$ cat src/rtl/uart_tcm_loader.sv
// uart_tcm_loader
//   Boot-time image loader. Parses a framed program image from the UART byte
//   stream and writes little-endian 32-bit words into the TCM. The core is
//   held in reset until a complete, checksum-valid image has been written.
//
//   Frame: MAGIC, LEN_LO, LEN_HI, 4*LEN data bytes, CSUM
//          CSUM = (LEN_LO + LEN_HI + all data bytes) mod 256
//
// Ports
//   clk_i        system clock
//   rstn_i       asynchronous active-low reset
//   rx_data_i    received UART byte
//   rx_valid_i   rx_data_i valid (transfer when rx_valid_i && rx_ready_o)
//   rx_ready_o   loader can accept a byte (low while a TCM write is pending)
//   mem_we_o     TCM write request
//   mem_addr_o   TCM word address
//   mem_wdata_o  TCM write data
//   mem_ready_i  TCM accepted the write this cycle
//   core_rstn_o  core reset, released only after a good image
//   done_o       image loaded and checksum OK (sticky until rstn_i)
//   err_o        frame error (length, checksum or timeout)
//   words_o      words written in current/last frame
module uart_tcm_loader #(
    parameter int          MEM_WORDS   = 16384,
    parameter int          ADDR_W      = 14,
    parameter int          TIMEOUT_CYC = 1000000,
    parameter logic [7:0]  MAGIC       = 8'hA5
) (
    input  logic              clk_i,
    input  logic              rstn_i,
    input  logic [7:0]        rx_data_i,
    input  logic              rx_valid_i,
    output logic              rx_ready_o,
    output logic              mem_we_o,
    output logic [ADDR_W-1:0] mem_addr_o,
    output logic [31:0]       mem_wdata_o,
    input  logic              mem_ready_i,
    output logic              core_rstn_o,
    output logic              done_o,
    output logic              err_o,
    output logic [15:0]       words_o
);

    localparam logic [2:0] ST_IDLE  = 3'd0;
    localparam logic [2:0] ST_LEN0  = 3'd1;
    localparam logic [2:0] ST_LEN1  = 3'd2;
    localparam logic [2:0] ST_DATA  = 3'd3;
    localparam logic [2:0] ST_WRITE = 3'd4;
    localparam logic [2:0] ST_CSUM  = 3'd5;
    localparam logic [2:0] ST_DONE  = 3'd6;
    localparam logic [2:0] ST_ERR   = 3'd7;

    localparam int              TO_W    = $clog2(TIMEOUT_CYC + 1);
    // Counter value at which the next idle cycle completes the timeout.
    localparam logic [TO_W-1:0] TO_LAST = TO_W'(TIMEOUT_CYC - 1);

    // Modular 8-bit checksum accumulate.
    function automatic logic [7:0] csum_add(input logic [7:0] acc, input logic [7:0] b);
        csum_add = acc + b;
    endfunction

    logic [2:0]        state_r,     state_next_s;
    logic [15:0]       len_r,       len_next_s;
    logic [7:0]        csum_r,      csum_next_s;
    logic [1:0]        byte_idx_r,  byte_idx_next_s;
    logic [23:0]       word_r,      word_next_s;
    logic [15:0]       words_r,     words_next_s;
    logic [TO_W-1:0]   to_cnt_r,    to_cnt_next_s;
    logic [ADDR_W-1:0] mem_addr_r,  mem_addr_next_s;
    logic [31:0]       mem_wdata_r, mem_wdata_next_s;
    logic              mem_we_r;
    logic              rx_ready_r;
    logic              core_rstn_r;
    logic              done_r;
    logic              err_r;

    logic              byte_acc_s;
    logic [15:0]       len_cat_s;
    logic              len_too_big_s;
    logic              to_hit_s;

    assign byte_acc_s    = rx_valid_i && rx_ready_r;
    assign len_cat_s     = {rx_data_i, len_r[7:0]};
    assign len_too_big_s = ({16'd0, len_cat_s} > 32'(MEM_WORDS));
    assign to_hit_s      = (to_cnt_r == TO_LAST);

    // Next-state and datapath update for the frame parser.
    always_comb begin
        state_next_s     = state_r;
        len_next_s       = len_r;
        csum_next_s      = csum_r;
        byte_idx_next_s  = byte_idx_r;
        word_next_s      = word_r;
        words_next_s     = words_r;
        to_cnt_next_s    = to_cnt_r;
        mem_addr_next_s  = mem_addr_r;
        mem_wdata_next_s = mem_wdata_r;

        case (state_r)
            ST_IDLE, ST_ERR: begin
                if (byte_acc_s && (rx_data_i == MAGIC)) begin
                    state_next_s    = ST_LEN0;
                    csum_next_s     = 8'd0;
                    words_next_s    = 16'd0;
                    byte_idx_next_s = 2'd0;
                    to_cnt_next_s   = '0;
                end else begin
                    to_cnt_next_s   = '0;
                end
            end
            ST_LEN0: begin
                if (byte_acc_s) begin
                    len_next_s[7:0] = rx_data_i;
                    csum_next_s     = csum_add(csum_r, rx_data_i);
                    to_cnt_next_s   = '0;
                    state_next_s    = ST_LEN1;
                end else if (to_hit_s) begin
                    state_next_s    = ST_ERR;
                end else begin
                    to_cnt_next_s   = to_cnt_r + 1'b1;
                end
            end
            ST_LEN1: begin
                if (byte_acc_s) begin
                    len_next_s    = len_cat_s;
                    csum_next_s   = csum_add(csum_r, rx_data_i);
                    to_cnt_next_s = '0;
                    if (len_too_big_s) begin
                        state_next_s = ST_ERR;
                    end else if (len_cat_s == 16'd0) begin
                        state_next_s = ST_CSUM;
                    end else begin
                        state_next_s = ST_DATA;
                    end
                end else if (to_hit_s) begin
                    state_next_s  = ST_ERR;
                end else begin
                    to_cnt_next_s = to_cnt_r + 1'b1;
                end
            end
            ST_DATA: begin
                if (byte_acc_s) begin
                    csum_next_s     = csum_add(csum_r, rx_data_i);
                    to_cnt_next_s   = '0;
                    byte_idx_next_s = byte_idx_r + 2'd1;
                    case (byte_idx_r)
                        2'd0:    word_next_s[7:0]   = rx_data_i;
                        2'd1:    word_next_s[15:8]  = rx_data_i;
                        2'd2:    word_next_s[23:16] = rx_data_i;
                        2'd3: begin
                            mem_wdata_next_s = {rx_data_i, word_r};
                            mem_addr_next_s  = words_r[ADDR_W-1:0];
                            state_next_s     = ST_WRITE;
                        end
                        default: state_next_s = ST_ERR;
                    endcase
                end else if (to_hit_s) begin
                    state_next_s  = ST_ERR;
                end else begin
                    to_cnt_next_s = to_cnt_r + 1'b1;
                end
            end
            ST_WRITE: begin
                // Timeout counter is frozen here: a stalled TCM must not abort.
                if (mem_ready_i) begin
                    words_next_s = words_r + 16'd1;
                    if ((words_r + 16'd1) == len_r) begin
                        state_next_s = ST_CSUM;
                    end else begin
                        state_next_s = ST_DATA;
                    end
                end else begin
                    state_next_s = ST_WRITE;
                end
            end
            ST_CSUM: begin
                if (byte_acc_s) begin
                    to_cnt_next_s = '0;
                    if (rx_data_i == csum_r) begin
                        state_next_s = ST_DONE;
                    end else begin
                        state_next_s = ST_ERR;
                    end
                end else if (to_hit_s) begin
                    state_next_s  = ST_ERR;
                end else begin
                    to_cnt_next_s = to_cnt_r + 1'b1;
                end
            end
            ST_DONE: begin
                state_next_s = ST_DONE;
            end
            default: begin
                state_next_s = ST_IDLE;
            end
        endcase
    end

    // State, datapath and registered outputs (outputs decoded from next state).
    always_ff @(posedge clk_i or negedge rstn_i) begin
        if (!rstn_i) begin
            state_r     <= ST_IDLE;
            len_r       <= 16'd0;
            csum_r      <= 8'd0;
            byte_idx_r  <= 2'd0;
            word_r      <= 24'd0;
            words_r     <= 16'd0;
            to_cnt_r    <= '0;
            mem_addr_r  <= '0;
            mem_wdata_r <= 32'd0;
            mem_we_r    <= 1'b0;
            rx_ready_r  <= 1'b0;
            core_rstn_r <= 1'b0;
            done_r      <= 1'b0;
            err_r       <= 1'b0;
        end else begin
            state_r     <= state_next_s;
            len_r       <= len_next_s;
            csum_r      <= csum_next_s;
            byte_idx_r  <= byte_idx_next_s;
            word_r      <= word_next_s;
            words_r     <= words_next_s;
            to_cnt_r    <= to_cnt_next_s;
            mem_addr_r  <= mem_addr_next_s;
            mem_wdata_r <= mem_wdata_next_s;
            mem_we_r    <= (state_next_s == ST_WRITE);
            rx_ready_r  <= (state_next_s != ST_WRITE);
            core_rstn_r <= (state_next_s == ST_DONE);
            done_r      <= (state_next_s == ST_DONE);
            err_r       <= (state_next_s == ST_ERR);
        end
    end

    assign rx_ready_o  = rx_ready_r;
    assign mem_we_o    = mem_we_r;
    assign mem_addr_o  = mem_addr_r;
    assign mem_wdata_o = mem_wdata_r;
    assign core_rstn_o = core_rstn_r;
    assign done_o      = done_r;
    assign err_o       = err_r;
    assign words_o     = words_r;

endmodule

$ cat config.mk
export PLATFORM = sky130hd
export DESIGN_NAME = uart_tcm_loader
export DESIGN_NICKNAME = d
export VERILOG_FILES = /design/src/rtl/uart_tcm_loader.sv
export SDC_FILE = /design/constraint.sdc
export NUM_CORES = 1
export LEC_CHECK = 0
export BUFFER_PORTS_ARGS = -buffer_cell sky130_fd_sc_hd__buf_2
export CAP_MARGIN = 20
export CORE_UTILIZATION = 47
export CTS_BUF_LIST = sky130_fd_sc_hd__clkbuf_4 sky130_fd_sc_hd__clkbuf_8 sky130_fd_sc_hd__clkbuf_16
export CTS_CLUSTER_SIZE = 14
export DETAILED_ROUTE_END_ITERATION = 6
export PLACE_DENSITY = 0.77
export SKIP_CTS_REPAIR_TIMING = 1
export SLEW_MARGIN = 20
export SYNTH_ARGS = -nofsm -noshare
export SYNTH_HDL_FRONTEND = slang
export SYNTH_SLANG_ARGS = --single-unit
export TNS_END_PERCENT = 10
$ cat constraint.sdc
create_clock -name clk_i -period 3.9 [get_ports clk_i]
set_input_delay 0.78 -clock clk_i [delete_from_list [all_inputs] [get_ports clk_i]]
set_output_delay 0.78 -clock clk_i [all_outputs]
set_load 0.005 [all_outputs]
==> impl_metrics.yaml <==
synth:
  syn_inst: 629
  synth-async-reset-ratio_pct: 100
  synth-edff-count: 0
  synth-seq-cells: 139
  ys_seq_area_share_pct: 49.8
  yosys-top-cells-area: "dfrtp_1 50%, mux2_2 13%, o21ai_0 3.3%"
  syn_nets: 655
  avgSynthCellArea_um2: 11.1
  yosysMostFrequentCell: "dfrtp_1"
  synth_top_area_cell: "dfrtp_1"
  netlist_area_mm2: 0.00698
  ys.warnings.count: 0
  synth_ff_type: "dfrtp_1"
  synth_cell_types: 68
  netlist.area_leader.share_pct: 49.8
  synth_top_cells_by_count: "139 x dfrtp_1, 83 x mux2_2, 46 x o21ai_0, 43 x nand2_1, 38 x nor2_1"
cells_and_area:
  fin_nets: 719
  design_area_mm2: 0.00801
  area_growth_pct: 14.8
  multi_input_area_mm2: 0.00324
  drive_gt1_share_pct: 30.0
  fillerInstances: 1235
  seq_area_mm2: 0.00348
power_and_ir_drop:
  powerDensity_mw_per_mm2: 661
  vdd_drop_max_uv: 440
  power_leakage_uw: 0.00383
sta:
  hold_ws_ns: 0.457
  setup_tns_ns: 0
  max_freq_mhz: 369
  fin_crit_ns: 2.71
  slew_headroom_pct: 39.2
  period_share_pct: 69.6
  rsz0062_at_grt: "false"
  drv_slew: 0
  worst_pin_slew_ns: 0.909
  finClkSkew_ns: 0.0111
  hold_viol: 0
  report.final.setup_viol: 0
grt:
  antenna_found_initial: 0
  grtUsageMet3_pct: 4.76
  grt_start_max_net_pins: 97
  busiest_layer: "met2"
  grtUsageMet2_pct: 36.9
  grt_pass1_vias: 5155
  grt_overflow: 0
  grt_usage_pct: 22.1
  use_met1_pct: 26.9
  grt_first_pass_wirelength_um: 25600
critical_path:
  worst_ep_required_time_ns: 4.21
  worst_path_max_delay_cell: "o2bb2ai_1"
  crit_buf_inv: 1
  cp-start-kind: "flop"
  crit_type: "flop to flop"
  cpPeakStageDelay_ns: 0.61
  critPathMaxFanout: 19
  cpMostUsedCell: "nor2_1"
  crit_chain: "nor2_1 > nor2_1 > o2bb2ai_1 > buf_4 > nor2_1 > o21ai_0 > o21ai_0"
  endpoint_kind: "flop"
  cp.arrival_ns: 3.02
  path_delay_family: "compound AO/OA/AOI/OAI gates"
floorplanning:
  chipHeight_um: 124
  rows: 44
  initial_utilization_pct: 48.0
  die_w_um: 124
  core-area_mm2: 0.0145
  io_pins: 79
  die-area_mm2: 0.0153
clock_network:
  max-clock-path-buffers: 2
  clkTransAtPathRegs_ns: 0.06
  htree_levels: 4
  cts_buffers: 17
  clk_latency_ns: 0.43
  cts_tree: "yes"
  cts_sinks: 139
  root_buffer: "clkbuf_16"
hold_path:
  hold_path.class: "primary input to async pin"
routing:
  routedWlPerCell_um: 17.8
  drc: 2
  drtIter0Drc: 500
  finalWirelength_um: 15800
  final_antenna_net_count: 0
  vias: 5267
  vias_per_cell: 5.91
  firstDrtPassIters: 7
outcome:
  outcome: "complete, but fails checks"
  violations: "design-rule violations"
place:
  dp_hpwl_um: 10700
  dpl_cell_area_mm2: 0.00742
  portBuffers: 78
  place.gp.congestion: 0.890
job:
  drv_cap: 0
## layout by cell type (no fill, tap or decap), types with 15 or more instances in the layout
master,Yosys,final
mux2_2,83,83
nor2_1,38,38
a21oi_1,17,17
buf_2,8,77
nand2_1,43,42
xor2_1,18,18
o21ai_0,46,46
inv_1,15,15
dfrtp_1,139,139
clkbuf_16,0,17
## logic make-up after synthesis
kind of cell               synth area share [%]
buffers and inverters                      3.93
and+or+nand+nor                            14.3
AOI/OAI and AO/OA                          11.6
adders and majority gates                  2.76
xor gates and xnor gates                   3.89
muxes                                      13.7
DFF                                        49.8
## report_power, final
| group | internal [µW] | switching (µW) |
|---|---|---|
| Clock | 931 | 632 |
| Combinational | 761 | 788 |
| Sequential | 1840 | 341 |
## routing by layer
layer	part of all wire, %	wire (µm)
met4	2.6	415
met2	50	7990
met5	0	0
met3	4.7	738
met1	42	6700
## worst register-to-register path, stage by stage, from the launching register on
cell	delay [ns]
dfrtp_1	0.57
nor2_1	0.58
nor2_1	0.09
o2bb2ai_1	0.61
buf_4	0.30
nor2_1	0.13
o21ai_0	0.20
o21ai_0	0.10
## final timing paths
path	startpoint	end	slack, ns	cells past startpoint
min	rstn_i	mem_addr_o[0]	0.46	1
max	state_r[0]	to_cnt_r[4]	1.19	7
max reg2reg	state_r[0]	to_cnt_r[4]	1.19	7
max in group asynchronous	rstn_i	word_r[8]	2.61	2
min reg2reg	mem_addr_o[11]	mem_addr_o[11]	0.50	1
min in group clk_i	mem_addr_o[11]	mem_addr_o[11]	0.50	1
## stage by stage
step | instances | total power [µW] | worst slack, ns | utilization [%]
after detailed placement | 858 | 3720 | 1.06 | 51.1
after global routing | 890 | 5590 | 0.857 | 55.1
after global placement | 858 | 3610 | 1.16 | 51.1
after CTS | 890 | 5310 | 1.26 | 55.0
final | 891 | 5300 | 1.19 | 55.1
after floorplan | 629 | 3230 | 1.50 | -
## cell type report
| cell class | instances | share of cell area (%) |
|---|---|---|
| Inverter | 15 | 0.703 |
| Clock inverter | 12 | 1.42 |
| Antenna cell | 1 | 0.0312 |
| Tap cell | 184 | 2.87 |
| Sequential cell | 139 | 43.4 |
| Multi-Input combinational cell | 438 | 40.4 |
| Timing Repair Buffer | 82 | 5.32 |
| Clock buffer | 20 | 5.82 |
## state kept, by name (all words and copies together) (netlist names), 2 cells and up
signal       count
len_r           16
word_r          24
state_r          3
csum_r           8
mem_wdata_o     32
to_cnt_r        20
byte_idx_r       2
words_o         16
mem_addr_o      14
No activity file was read; power rests on OpenSTA's default activity.
